`src/rtl/spi_flash_wb_reader.sv`:
```
// ---------------------------------------------------------------------------
// spi_flash_wb_reader
//
// Read-only Wishbone B3 classic slave that exposes an SPI NOR boot flash
// (EPCS / M25P class) as a block of 32-bit words in the SoC address space.
// Every Wishbone read becomes one complete READ (0x03) flash transaction:
// an 8-bit command, a 24-bit byte address and four data bytes. The flash
// is accessed in SPI mode 0 (SCK idles low, data sampled on the rising edge).
// Write attempts are answered with a single-cycle error and never touch the
// SPI pins.
//
// Parameters
//   CLK_DIV   : wb_clk_i cycles per SCK half-period (>= 1)
//   CS_IDLE   : minimum wb_clk_i cycles with chip select high between two
//               transactions, counted from the acknowledge cycle (>= 1)
//   ADDR_BITS : flash byte-address width; the 0x03 command needs 24
//
// Ports
//   wb_clk_i    : system clock
//   wb_rst_i    : synchronous active-high reset
//   wb_adr_i    : byte address; bits [23:2] select the word, [1:0] ignored
//   wb_dat_o    : read data, first flash byte in [7:0] (little-endian)
//   wb_sel_i    : ignored, a full word is always returned
//   wb_we_i     : write enable; writes are answered with wb_err_o
//   wb_cyc_i    : bus cycle in progress
//   wb_stb_i    : strobe
//   wb_ack_o    : single-cycle read acknowledge
//   wb_err_o    : single-cycle error for write attempts
//   spi_sclk_o  : SPI clock, mode 0
//   spi_cs_n_o  : flash chip select, active low
//   spi_mosi_o  : command / address out, MSB first
//   spi_miso_i  : flash data in
//   busy_o      : high whenever the sequencer is not idle
// ---------------------------------------------------------------------------
module spi_flash_wb_reader #(
   parameter int CLK_DIV   = 2,
   parameter int CS_IDLE   = 4,
   parameter int ADDR_BITS = 24
) (
   input  logic        wb_clk_i,
   input  logic        wb_rst_i,
   input  logic [31:0] wb_adr_i,
   output logic [31:0] wb_dat_o,
   input  logic [3:0]  wb_sel_i,
   input  logic        wb_we_i,
   input  logic        wb_cyc_i,
   input  logic        wb_stb_i,
   output logic        wb_ack_o,
   output logic        wb_err_o,
   output logic        spi_sclk_o,
   output logic        spi_cs_n_o,
   output logic        spi_mosi_o,
   input  logic        spi_miso_i,
   output logic        busy_o
);

   // Half-period counter width; a divider of 1 still needs a one-bit
   // counter so the vector never collapses to zero width.
   localparam int HW = (CLK_DIV > 1) ? $clog2(CLK_DIV) : 1;

   // The deselect counter must be able to hold CS_IDLE and one step beyond
   // it, because the acknowledge cycle already counts as the first cycle.
   localparam int IW = $clog2(CS_IDLE + 2);

   localparam logic [HW-1:0] HALF_MAX  = HW'(CLK_DIV - 1);
   localparam logic [IW-1:0] IDLE_MAX  = IW'(CS_IDLE);
   localparam logic [6:0]    LAST_BIT  = 7'd63;
   localparam logic [7:0]    READ_CMD  = 8'h03;

   typedef enum logic [2:0] {
      IDLE,
      SHIFT,
      DONE,
      DESEL,
      WERR
   } state_t;

   state_t          state_q;
   logic [HW-1:0]   halfCnt_q;
   logic [6:0]      bitCnt_q;
   logic [IW-1:0]   idleCnt_q;
   logic [31:0]     txShift_q;
   logic [31:0]     rxShift_q;
   logic [31:0]     dat_q;
   logic            ack_q;
   logic            err_q;
   logic            sclk_q;
   logic            csN_q;
   logic            mosi_q;

   logic [31:0]     txLoad_d;
   logic [31:0]     rxShift_d;
   logic [31:0]     datSwap_d;
   logic            unusedBits;

   // The word that goes out on MOSI for a read: command byte, then the
   // word-aligned flash address. The two low address bits are forced to
   // zero so that every access fetches a whole aligned word.
   always_comb begin
      txLoad_d = {READ_CMD, wb_adr_i[ADDR_BITS-1:2], 2'b00};
   end

   // MISO is sampled MSB first, so after 32 data bits the first byte
   // received sits in the top byte of the shifter. The bus wants the first
   // byte in the bottom byte lane, hence the byte reversal when the word is
   // handed to wb_dat_o.
   always_comb begin
      rxShift_d = {rxShift_q[30:0], spi_miso_i};
      datSwap_d = {rxShift_q[7:0], rxShift_q[15:8],
                   rxShift_q[23:16], rxShift_q[31:24]};
   end

   // Byte lanes and the address bits outside the flash window carry no
   // meaning for this slave; they are folded together only so that the
   // otherwise unread inputs are visibly consumed.
   assign unusedBits = ^{wb_sel_i, wb_adr_i[31:ADDR_BITS], wb_adr_i[1:0]};

   // Main sequencer. All SPI pins and bus responses are registered here so
   // the flash and the bus only ever see glitch-free flop outputs.
   //
   // Timing of a read, with D = CLK_DIV and cycle 0 being the cycle in which
   // the request is sampled in IDLE:
   //   - chip select drops at cycle 1 together with the first MOSI bit;
   //   - each of the 64 bits spends D cycles with SCK low, then D with SCK
   //     high; MOSI changes only at the start of a low phase, so it is
   //     always stable across the following rising edge;
   //   - the flash data bits (32..63) are captured on the clock edge that
   //     raises SCK, which is exactly where a mode-0 slave has them stable;
   //   - the edge that ends the last high phase drops SCK, raises chip
   //     select and pulses the acknowledge, landing on cycle 1 + 128*D.
   // After the acknowledge, or after an abort, chip select stays high in
   // DESEL until CS_IDLE cycles have passed; new requests simply wait on
   // the bus until the sequencer is back in IDLE.
   always_ff @(posedge wb_clk_i) begin
      if (wb_rst_i) begin
         state_q   <= IDLE;
         halfCnt_q <= '0;
         bitCnt_q  <= '0;
         idleCnt_q <= '0;
         txShift_q <= '0;
         rxShift_q <= '0;
         dat_q     <= '0;
         ack_q     <= 1'b0;
         err_q     <= 1'b0;
         sclk_q    <= 1'b0;
         csN_q     <= 1'b1;
         mosi_q    <= 1'b0;
      end else begin
         ack_q <= 1'b0;
         err_q <= 1'b0;

         case (state_q)
            IDLE: begin
               if (wb_cyc_i && wb_stb_i) begin
                  if (wb_we_i) begin
                     state_q <= WERR;
                     err_q   <= 1'b1;
                  end else begin
                     state_q   <= SHIFT;
                     csN_q     <= 1'b0;
                     sclk_q    <= 1'b0;
                     mosi_q    <= txLoad_d[31];
                     txShift_q <= {txLoad_d[30:0], 1'b0};
                     rxShift_q <= '0;
                     bitCnt_q  <= '0;
                     halfCnt_q <= '0;
                  end
               end
            end

            WERR: begin
               state_q <= IDLE;
            end

            SHIFT: begin
               if (!wb_cyc_i) begin
                  // The master gave up: release the flash at once and
                  // leave wb_dat_o untouched since no word was completed.
                  state_q   <= DESEL;
                  csN_q     <= 1'b1;
                  sclk_q    <= 1'b0;
                  mosi_q    <= 1'b0;
                  halfCnt_q <= '0;
                  idleCnt_q <= IW'(1);
               end else if (halfCnt_q != HALF_MAX) begin
                  halfCnt_q <= halfCnt_q + HW'(1);
               end else begin
                  halfCnt_q <= '0;
                  if (!sclk_q) begin
                     // End of a low phase: raise SCK and, for the data
                     // half of the frame, capture the flash output.
                     sclk_q <= 1'b1;
                     if (bitCnt_q[5]) begin
                        rxShift_q <= rxShift_d;
                     end
                  end else begin
                     // End of a high phase: drop SCK and move to the next
                     // bit, or finish the frame after bit 63.
                     sclk_q   <= 1'b0;
                     bitCnt_q <= bitCnt_q + 7'd1;
                     if (bitCnt_q == LAST_BIT) begin
                        state_q   <= DONE;
                        csN_q     <= 1'b1;
                        mosi_q    <= 1'b0;
                        ack_q     <= 1'b1;
                        dat_q     <= datSwap_d;
                        idleCnt_q <= IW'(1);
                     end else begin
                        // The tx shifter fills with zeros, so MOSI
                        // naturally idles low during the data bytes.
                        mosi_q    <= txShift_q[31];
                        txShift_q <= {txShift_q[30:0], 1'b0};
                     end
                  end
               end
            end

            DONE: begin
               state_q   <= DESEL;
               idleCnt_q <= idleCnt_q + IW'(1);
            end

            DESEL: begin
               if (idleCnt_q >= IDLE_MAX) begin
                  state_q   <= IDLE;
                  idleCnt_q <= '0;
               end else begin
                  idleCnt_q <= idleCnt_q + IW'(1);
               end
            end

            default: begin
               state_q <= IDLE;
               csN_q   <= 1'b1;
               sclk_q  <= 1'b0;
            end
         endcase
      end
   end

   // Bus responses are qualified by wb_cyc_i so that a master which has
   // already abandoned its cycle can never see a stray acknowledge or error.
   assign wb_ack_o   = ack_q & wb_cyc_i;
   assign wb_err_o   = err_q & wb_cyc_i;
   assign wb_dat_o   = dat_q;
   assign spi_sclk_o = sclk_q;
   assign spi_cs_n_o = csN_q;
   assign spi_mosi_o = mosi_q;
   assign busy_o     = (state_q != IDLE);

endmodule

```
`config.mk`:
```
export PLATFORM = sky130hd
export DESIGN_NAME = spi_flash_wb_reader
export DESIGN_NICKNAME = d
export VERILOG_FILES = /design/src/rtl/spi_flash_wb_reader.sv
export SDC_FILE = /design/constraint.sdc
export NUM_CORES = 1
export LEC_CHECK = 0
export ABC_AREA = 0
export ABC_CLOCK_PERIOD_IN_PS = 3700
export CAP_MARGIN = 0
export CORE_UTILIZATION = 40
export CTS_CLUSTER_SIZE = 16
export DETAILED_ROUTE_END_ITERATION = 6
export MAX_ROUTING_LAYER = met4
export PLACE_DENSITY = 0.71
export SYNTH_ARGS = -nofsm -noshare
export SYNTH_HDL_FRONTEND = slang
export SYNTH_SLANG_ARGS = --single-unit
```
`constraint.sdc`:
```
create_clock -name wb_clk_i -period 3.7 [get_ports wb_clk_i]
set_clock_uncertainty 0.1 [all_clocks]
set_input_delay 0.555 -clock wb_clk_i [delete_from_list [all_inputs] [get_ports wb_clk_i]]
set_output_delay 0.555 -clock wb_clk_i [all_outputs]
set_load 0.02 [all_outputs]
```
==> run summary <==
Status: complete, no violations
Hold Fails Final Rpt: 0
Starting Density: 41.6%
Row Count: 38
Post-synthesis sequential area ratio: 48.9%
Initial antenna violation count: 0
Gpl congestion: 0.772
Synth Instances: 484
Layout cells sized above 1: 13.4%
Global-route wire length before repair: 16.9 mm
Period Utilization, post-route: 73.3%
Clk_lat worst skew: 350 ps
Maximum vdd drop: 0.252 mV
Pwr Density: 555 nW/µm²
Worst Setup Path Type: input port to output pin
Worst Path Required: 3040 ps
# H-tree levels: 3
Synth cell types: 46
DR vias: 3888
FF-to-FF path depth: 5
Cell leakage power: 0.00199 µW
DRT Pass-1 Iters: 5
Switching pwr: 963 µW
Die ar.: 11900 µm²
Multi-input logic area: 2100 µm²
Max-cap viol count: 0
CTS tree: yes
Filler cells: 1007
Most used DFF post-synth: dfxtp_1
DRT Wirelength: 10.3 mm
Reg-to-reg setup timing slack: 1170 ps
WP data arrival: 2060 ps
Pwr Total: 3110 µW
GRT Max-Usage Layer: met2
Core area: 11000 µm²
Cts repair resizes: 0
R2r startpoint: state_q[0]
CP Capture Type: output pin
Cell area after placement: 5290 µm²
Total Routing Usage GR: 18.6%
Max clock buf depth: 2
Met3 Resource Use GR: 2.87%
Remaining antenna violation count: 0
Grt met1 use: 23.4%
Iteration-0 DRC Markers: 223
Clock sink count: 112
Most common cell after layout, fill and taps aside: dfxtp_1
Hold Crit Class: flop to flop
Vias per inst: 5.81
Hold path endpoint: wb_dat_o[24]
Critical-path maximum fanout: 11
Start point of the worst hold path: wb_dat_o[24]
Final #Nets: 570
Comb pwr share: 20.3%
Hold Buf Count CTS: 0
Hold depth: 2
Synth Register Bits: 112
Port Buf Inserts: 65
Reg-to-reg endpoint: txShift_q[18]
Int Pwr: 2150 µW
Finished Core Util: 50.8%
Worst-path clk slew: 80 ps
Final Cell Area: 5610 µm²
Crit path time final: 2710 ps
Max incr delay on CP: 680 ps
Number of post-CTS setup repair buffers: 0
DR DRC count: 0
Count of final setup violators: 0
Top cell by count, worst path: clkdlybuf4s50_1
Post-DP HPWL: 6.50 mm
I/O pin cnt: 80
Slew headroom: 40.1%
WL/cell: 15.4 µm
Post-synth EDFFs: 0
Die width: 109 µm
Clk network pwr share: 32.0%
Root buf cell: clkbuf_16
Area delta synth->final: 22.2%
Ys async rst share: 0%
Least-Margin Pin Slew: 899 ps
Syn_nets: 530
Syn. warnings: 0
Mapped cell area: 4590 µm²
CP startpoint kind: input port
Diodes inserted: 0
CTS Buf Count: 9
Vias in the first global route: 3686
Die H: 109 µm
Fmax achieved: 369 MHz
Setup_tns: 0 ps
Setup repair after global routing missed its margin: false
Met2 usage: 29.9%
Critical path's slowest cell: clkdlybuf4s50_1
Sequential power share: 47.7%
Grt ovf: 0
Largest net degree at the start of global routing: 47
Most frequent cells in the layout: dfxtp_1, nand2_1, clkdlybuf4s50_1, a21oi_1, o221a_2
CP Cell Sequence: clkdlybuf4s50_1 -> and2_1 -> clkdlybuf4s50_1
Sw Share: 31.0%
Slew Limit Fails: 0
Syn Area/Cell: 9.48 µm²
FF/Latch Area: 2240 µm²
[power groups by stage]
| stage | Clock [µW] | Combinational, µW | Sequential, µW |
|---|---|---|---|
| floorplan | 0 | 505 | 1460 |
| global placement | 0 | 612 | 1500 |
| detailed placement | 0 | 626 | 1510 |
| CTS | 1010 | 632 | 1480 |
| global route | 1060 | 693 | 1510 |
| finish | 994 | 631 | 1480 |
[sequential cells by signal, indices dropped and copies added (netlist names)]
signal / flops
bitCnt_q: 7
idleCnt_q: 3
spi_mosi_o: 1
txShift_q: 29
rxShift_q: 32
err_q: 1
halfCnt_q: 1
ack_q: 1
spi_cs_n_o: 1
state_q: 3
wb_dat_o: 32
spi_sclk_o: 1
[per-stage QoR]
stage	cells	worst slack, ps	hold slack, ps
6_report	669	989	358
5_1_grt	669	868	373
4_1_cts	669	973	359
3_5_place_dp	653	641	348
3_3_place_gp	653	701	345
2_1_floorplan	484	1600	332
[worst max path at each step]
stage                     to  slack, ps  startpoint
6_report            wb_ack_o        990    wb_cyc_i
5_1_grt         rxShift_q[3]        870    wb_cyc_i
4_1_cts             wb_ack_o        970    wb_cyc_i
3_5_place_dp    rxShift_q[3]        640    wb_cyc_i
3_3_place_gp    rxShift_q[3]        700    wb_cyc_i
2_1_floorplan  rxShift_q[17]       1600     wb_we_i
[cell families after synthesis]
family / after synthesis / synth area share, %
compound gates: 156 / 25.6
simple gates: 134 / 13.9
flops: 112 / 48.9
buf+inv: 56 / 5.75
mux: 22 / 4.80
fa+ha+maj: 4 / 1.09
[worst max-delay path: cells and delay by family]
| family | cells | cell delay, ps |
|---|---|---|
| simple gates | 1 | 210 |
| buf+inv | 2 | 1290 |
[cell usage after synthesis, types with 3 or more instances]
library cell | count | share of area (%)
dfxtp_1 | 112 | 49
inv_1 | 8 | 0.65
o221a_2 | 33 | 8.1
nand2_1 | 78 | 6.4
or3_1 | 3 | 0.41
clkbuf_1 | 31 | 2.5
ha_1 | 4 | 1.1
nor3_1 | 5 | 0.55
o21ai_0 | 12 | 1.3
nand3b_1 | 3 | 0.49
buf_6 | 5 | 1.2
o211ai_1 | 6 | 0.98
a211oi_1 | 21 | 3.4
a221oi_1 | 23 | 4.4
nand4_1 | 5 | 0.68
buf_2 | 10 | 1.1
nand3_1 | 7 | 0.76
nor2_1 | 12 | 0.98
mux2i_1 | 22 | 4.8
a21oi_1 | 50 | 5.5
[per-layer routing]
| layer | wire length [µm] | part of all wire, % |
|---|---|---|
| met1 | 4860 | 47 |
| met5 | 0 | 0 |
| met3 | 437 | 4.2 |
| met2 | 4890 | 47 |
| met4 | 147 | 1.4 |
[layout make-up]
| cell class | count | share of cell area (%) |
|---|---|---|
| flip-flops and latches | 112 | 40.0 |
| multi-input cells | 316 | 37.5 |
| clock buffers | 9 | 4.02 |
| well taps | 140 | 3.12 |
| clock inverters | 7 | 1.67 |
| repair buffers | 77 | 13.1 |
| inverters | 8 | 0.536 |
Power figures use the tool's default switching activity.
